==> src/rtl/jk_cmd_sequencer.sv <==
// Command sequencer for a downstream JK flop: buffers {J,K} commands in a FIFO,
// replays each one for len+1 cycles and keeps a cycle-exact model of the flop's Q.
module jk_cmd_sequencer #(
  parameter int DEPTH = 4,
  parameter int CNT_W = 4
) (
  input  logic                     clk,
  input  logic                     rst,
  input  logic                     cmd_valid,
  output logic                     cmd_ready,
  input  logic [1:0]               cmd_op,
  input  logic [CNT_W-1:0]         cmd_len,
  output logic                     J,
  output logic                     K,
  output logic                     busy,
  output logic                     done,
  output logic                     q_model,
  output logic [$clog2(DEPTH):0]   level
);

  localparam int PTR_W = $clog2(DEPTH);
  localparam int LVL_W = PTR_W + 1;
  localparam logic [LVL_W-1:0] FULL_LVL = LVL_W'(DEPTH);

  typedef enum logic {IDLE, ISSUE} state_e;

  typedef struct packed {
    logic [1:0]       op;
    logic [CNT_W-1:0] len;
  } cmd_t;

  cmd_t             mem_q [DEPTH];
  logic [PTR_W-1:0] wr_ptr_q, rd_ptr_q;
  logic [LVL_W-1:0] level_q;
  state_e           state_q, state_d;
  logic [1:0]       jk_q, jk_d;
  logic [CNT_W-1:0] rem_q, rem_d;
  logic             done_q, done_d;
  logic             q_q, q_d;
  logic             full, empty, push, pop;
  cmd_t             head;

  assign full      = (level_q == FULL_LVL);
  assign empty     = (level_q == '0);
  // Ready depends only on registered occupancy and reset, never on cmd_valid.
  assign cmd_ready = rst && !full;
  assign push      = cmd_valid && cmd_ready;
  assign head      = mem_q[rd_ptr_q];

  always_comb begin
    state_d = state_q;
    jk_d    = jk_q;
    rem_d   = rem_q;
    done_d  = 1'b0;
    pop     = 1'b0;
    case (state_q)
      IDLE: begin
        jk_d = 2'b00;
        if (!empty) begin
          pop     = 1'b1;
          jk_d    = head.op;
          rem_d   = head.len;
          state_d = ISSUE;
        end
      end
      ISSUE: begin
        if (rem_q != '0) begin
          rem_d = rem_q - 1'b1;
        end else begin
          done_d = 1'b1;
          if (!empty) begin
            // Chain straight into the next command without an idle bubble.
            pop   = 1'b1;
            jk_d  = head.op;
            rem_d = head.len;
          end else begin
            jk_d    = 2'b00;
            state_d = IDLE;
          end
        end
      end
      default: state_d = IDLE;
    endcase
  end

  always_comb begin
    case (jk_q)
      2'b01:   q_d = 1'b0;
      2'b10:   q_d = 1'b1;
      2'b11:   q_d = ~q_q;
      default: q_d = q_q;
    endcase
  end

  // NOTE: sequential state uses non-blocking assignments so every register samples pre-edge values.
  always_ff @(posedge clk) begin
    if (!rst) begin
      state_q  <= IDLE;
      jk_q     <= 2'b00;
      rem_q    <= '0;
      done_q   <= 1'b0;
      q_q      <= 1'b0;
      wr_ptr_q <= '0;
      rd_ptr_q <= '0;
      level_q  <= '0;
    end else begin
      state_q <= state_d;
      jk_q    <= jk_d;
      rem_q   <= rem_d;
      done_q  <= done_d;
      q_q     <= q_d;
      if (push) wr_ptr_q <= wr_ptr_q + 1'b1;
      if (pop)  rd_ptr_q <= rd_ptr_q + 1'b1;
      if (push && !pop)      level_q <= level_q + 1'b1;
      else if (pop && !push) level_q <= level_q - 1'b1;
    end
  end

  // NOTE: FIFO storage is not reset; occupancy and pointers alone decide which entries are live.
  always_ff @(posedge clk) begin
    if (push) mem_q[wr_ptr_q] <= '{op: cmd_op, len: cmd_len};
  end

  assign J       = jk_q[1];
  assign K       = jk_q[0];
  assign busy    = (state_q == ISSUE);
  assign done    = done_q;
  assign q_model = q_q;
  assign level   = level_q;

endmodule
==> config.mk <==
export PLATFORM = sky130hd
export DESIGN_NAME = jk_cmd_sequencer
export DESIGN_NICKNAME = d
export VERILOG_FILES = /design/src/rtl/jk_cmd_sequencer.sv
export SDC_FILE = /design/constraint.sdc
export NUM_CORES = 1
export LEC_CHECK = 0
export CORE_ASPECT_RATIO = 1.75
export CORE_MARGIN = 8
export CORE_UTILIZATION = 59
export DETAILED_ROUTE_END_ITERATION = 16
export PLACE_DENSITY = 0.78
export SYNTH_ARGS = -nofsm -noshare
export SYNTH_HDL_FRONTEND = slang
export SYNTH_SLANG_ARGS = --single-unit
==> constraint.sdc <==
create_clock -name clk -period 3.7 [get_ports clk]
set_input_delay 0.74 -clock clk [delete_from_list [all_inputs] [get_ports clk]]
set_output_delay 0.74 -clock clk [all_outputs]
set_load 0.01 [all_outputs]
### Word-level counts from Yosys, hierarchy flattened

Memory sizes are Yosys's and may differ from the RTL's. A register that Yosys moved wholly into a read port is not among the register bits.
Cells that the tools add are included.

* bits in registers: 16
* word-level logic and storage cells: 52
* RAM bits: 24
* memories: 1
* output and inout bits: 9

Memories
* mem_q: words 4, bits a word 6, rd ports 1, clocked after memory_dff 1, write ports 1, RTL line 32 `cmd_t mem_q [DEPTH];`

* multiplexer cells: 19
* add/subtract/negate cells: 5
* eq/ne operators: 5
* reductions and logical operators: 12
* bitwise gates (word level): 2

Operators with widths (number)
* two-way mux 2 bit: 4
* two-way mux 4 bit: 2
* one-hot mux 4 bit (2 select lines): 1
* two-way mux 1 bit: 6
* two-way mux 3 bit: 2
* adder 2 x 1 -> 2 bit, second input constant: 2
* == test 2 bit, second input constant: 2
* logical AND 1 bit: 4
* one-hot mux 1 bit (2 select lines): 2
* one-hot mux 2 bit (2 select lines): 1
* nonzero test 4 bit: 1
* subtractor 4 x 1 -> 4 bit, second input constant: 1
* adder 3 x 1 -> 3 bit, second input constant: 1
* == test 3 bit, second input constant: 1
* zero test 1 bit: 3
* zero test 3 bit: 1
* one-hot mux 1 bit (3 select lines): 1
* nonzero test 3 bit: 1
* subtractor 3 x 1 -> 3 bit, second input constant: 1
* == test 2 x 1 -> 1 bit, second input constant: 1
* != test 2 bit, second input constant: 1
* inverter 1 bit: 2
* AND reduction 2 bit: 1
* nonzero test 2 bit: 1

### Depth between registers and ports, before layout

* word-level depth: 8
* mapped depth: 11

### Least setup slack after synthesis

No wires, ideal clock.

* kind: input to register
* from: input rst
* to: register level_q[2] (netlist: level[2])
* slack: 1.175 ns
* data arrival time: 2.456 ns
* path buffers: 1
* required time: 3.630 ns
* stages on the path: 9
* cells stage by stage: buf_2 > inv_2 > a211oi_4 > ha_1 > inv_1 > fa_1 > xor2_1 > or3_1 > a21oi_1

* cells in the longest elaborated chain, start to end: 5

RTL lines
* start: declaration: RTL line 8 `input logic rst,`
* logical AND 1 bit (*): RTL line 46 `assign cmd_ready = rst && !full;`
* logical AND 1 bit (*): RTL line 47 `assign push = cmd_valid && cmd_ready;`
* named net push: RTL line 40 `logic full, empty, push, pop;`
* zero test 1 bit: RTL line 115 `else if (pop && !push) level_q <= level_q - 1'b1;`
* logical AND 1 bit: RTL line 115
* nonzero test 2 bit (no source line)
* end signal: assignment: RTL line 114 `if (push && !pop) level_q <= level_q + 1'b1;`
* end signal: assignment: RTL line 115
* end: declaration: RTL line 34 `logic [LVL_W-1:0] level_q;`

Mark *: on every way through the listed nets, which the timed path passes. The rest lies on a longest branch.
A chain may end at the register's enable or synchronous reset.

### Worst setup path in the final report

* from: input rst
* to: output cmd_ready

* cells in the longest elaborated chain, start to end: 1

RTL lines
* logical AND 1 bit: RTL line 46
* end: declaration: RTL line 10 `output logic cmd_ready,`

No other way between the ends.

==> flow_metrics.py <==
metrics = {
    "hold_path": {
        "hold_depth": 1,
        "hp-class": "reg2reg",
    },
    "sta": {
        "hold_slack_ns": 0.5292,
        "slew_viol_final": 0,
        "finalClockSkew_ns": 0.005196,
        "finalSetupViolCount": 0,
        "fin_crit_sh_pct": 79.87,
        "tns_ns": 0,
        "clock.fmax_mhz": 338.4,
        "rsz0062_at_grt": "false",
        "hold_violations": 0,
        "tightest_slew_ns": 0.4724,
        "slew_headroom_pct": 68.34,
        "fin_crit_ns": 2.955,
    },
    "cts": {
        "clkTransAtPathRegs_ns": 0.08,
        "clockBufferDepth": 2,
        "cts_root_buf": "clkbuf_8",
        "cts_resized": 0,
        "clock_sink_count": 42,
        "post-cts-setup-buffers": 0,
        "clk_latency_ns": 0.31,
        "cts_tree": "built",
        "htree_levels": 2,
        "cts_hold_buf": 0,
        "cts_buffers": 5,
    },
    "logic_synthesis": {
        "synth.distinct_cells": 35,
        "synth-main-ff-cell": "edfxtp_1",
        "synth_warnings": 0,
        "ys_async_sr_fraction_pct": 0,
        "synth-edff-count": 24,
        "ys_ff_latch": 42,
        "synth-seq-area-share_pct": 60.85,
        "syn_avg_cell_area_um2": 14.10,
        "syn_nets": 143,
        "synth_area_um2": 1777,
        "synthCells": 126,
        "synth_top_cell_by_area": "edfxtp_1",
        "synth_top_area_share_pct": 40.56,
        "synth_area_leaders": "edfxtp_1 (41%), dfxtp_1 (20%), mux4_2 (7.6%), ha_1 (4.9%), nor2_1 (2.1%)",
    },
    "worst_setup_path": {
        "path_max_fanout": 9,
        "cp-end-kind": "output port",
        "start_kind": "primary input",
        "worstPathArrival_ns": 2.22,
        "path_class": "in2out",
        "reg2regPathDepth": 11,
        "critical_path_required_ns": 2.96,
    },
    "grt": {
        "grt_usage_pct": 14.07,
        "top_usage_layer": "met2",
        "grt_max_degree": 16,
        "overflow": 0,
        "grtUsageMet1_pct": 12.68,
        "grtUsageMet2_pct": 26.29,
        "grt_pass1_wl_um": 5202,
        "grt_pass1_vias": 1170,
        "antenna_found_initial": 0,
        "met3_usage_pct": 3.348,
    },
    "floorplanning": {
        "die_x_um": 57.48,
        "dieArea_um2": 5092,
        "core_area_um2": 2895,
        "io_pins": 18,
        "rows": 26,
        "fp.dieH_um": 88.60,
        "start_util_pct": 61.37,
    },
    "pwr": {
        "irDropWorstVdd_uv": 583.5,
        "power.density_nw_per_um2": 764.9,
        "p_total_w": 0.001592,
        "p_leak_nw": 0.7377,
    },
    "cells_and_area": {
        "drive_gt1_share_pct": 16.22,
        "finish.utilization_pct": 71.91,
        "fillerInstances": 195,
        "antenna_cells": 0,
        "fin_cells": 176,
        "syn_to_final_growth_pct": 17.18,
        "nNetsFinal": 164,
    },
    "detailed_routing": {
        "ant_nets": 0,
        "vias": 1036,
        "drcViolationCount": 0,
        "drt-vias-per-instance": 5.886,
        "wirelength_um": 3042,
        "first_pass_iters": 4,
        "drt-initial-drc-count": 21,
        "wl_per_cell_um": 17.28,
    },
    "placed_design": {
        "dp.cells": 168,
        "dpl.hpwl_um": 2316,
        "gp_congestion": 0.8131,
        "port_buffers": 17,
    },
    "run": {
        "drv_cap": 0,
    },
    "status": {
        "status": "complete, no violations",
    },
}
layout make-up:
type / instances / area [um^2] / area share, %
clock buffer: 5 / 68.82 / 3.305
clock inverter: 3 / 48.80 / 2.344
inverter: 9 / 33.78 / 1.623
multi-input combinational: 71 / 636.9 / 30.59
sequential: 42 / 1081 / 51.92
tap: 28 / 35.03 / 1.683
timing repair buffer: 18 / 177.7 / 8.534
metal layers:
metal  part of all wire, %  vias up
met3                   2.5        8
li1                      -      506
met1                    37      507
met5                     0        -
met2                    57       15
met4                   3.4        0
through the flow:
step	cell area (um^2)	setup WS, ns
CTS	2082	0.7426
global placement	1964	0.6150
detailed placement	1964	0.5182
finish	2082	0.7449
global route	2082	0.6352
floorplan	1777	1.175
layout by cell type (no fill, tap or decap), types with 3 or more instances in the layout:
cell and count:
mux4_2 6, inv_1 8, nand4_1 5, ha_1 7, clkbuf_8 5, dfxtp_1 18
clkdlybuf4s50_1 17, nor2_1 10, edfxtp_1 24, nand2_1 4, and2_1 4, or3_1 3
a21oi_1 5
sequential cells by signal, indices dropped and copies added (netlist names), named ones only:
signal    flops
mem_q        24
done          1
rd_ptr_q      2
wr_ptr_q      2
q_model       1
jk_q          2
rem_q         4
busy          1
level         3
where the power goes:
group | switching, W | internal, W
clock | 0.000166 | 0.000205
combinational | 0.000268 | 0.000280
sequential | 0.0000951 | 0.000578
total | 0.000530 | 0.00106
synth_stat cells (2+ instances only):
cell type / number
or3_1: 3
mux2i_1: 2
mux4_2: 6
nand4b_1: 2
nand4_1: 5
a22oi_1: 2
xor2_1: 2
edfxtp_1: 24
inv_1: 8
nor2_1: 10
ha_1: 7
nand3_1: 2
xnor2_1: 2
buf_2: 2
a21oi_1: 5
dfxtp_1: 18
o21ai_0: 2
and2_1: 4
nand2_1: 4
kinds of logic (layout without fill, tap and decap cells):
| family | Yosys count | in the layout | synth area share [%] |
|---|---|---|---|
| AOI/OAI and AO/OA | 16 | 16 | 7.817 |
| muxes | 8 | 8 | 8.732 |
| and+or+nand+nor | 35 | 35 | 11.27 |
| DFF | 42 | 42 | 60.85 |
| buffers and inverters | 13 | 35 | 3.309 |
| adders and majority gates | 8 | 8 | 6.056 |
| xor gates and xnor gates | 4 | 4 | 1.972 |
critical path, cell delays in order:
cell,delay [ns]
clkdlybuf4s50_1,0.65
inv_2,0.13
a21oi_1,0.14
clkdlybuf4s50_1,0.55
path summary, 6_finish.rpt:
kind	slack, ns	end	startpoint
hold / removal	0.53	rem_q[0]$_SDFF_PN0_	rem_q[0]$_SDFF_PN0_
hold reg to reg	0.53	rem_q[0]$_SDFF_PN0_	rem_q[0]$_SDFF_PN0_
setup / recovery	0.74	cmd_ready	rst
setup reg to reg	1.28	level[2]$_SDFFE_PN0P_	rem_q[0]$_SDFF_PN0_
Note: power is estimated with default switching activity, not from simulation.
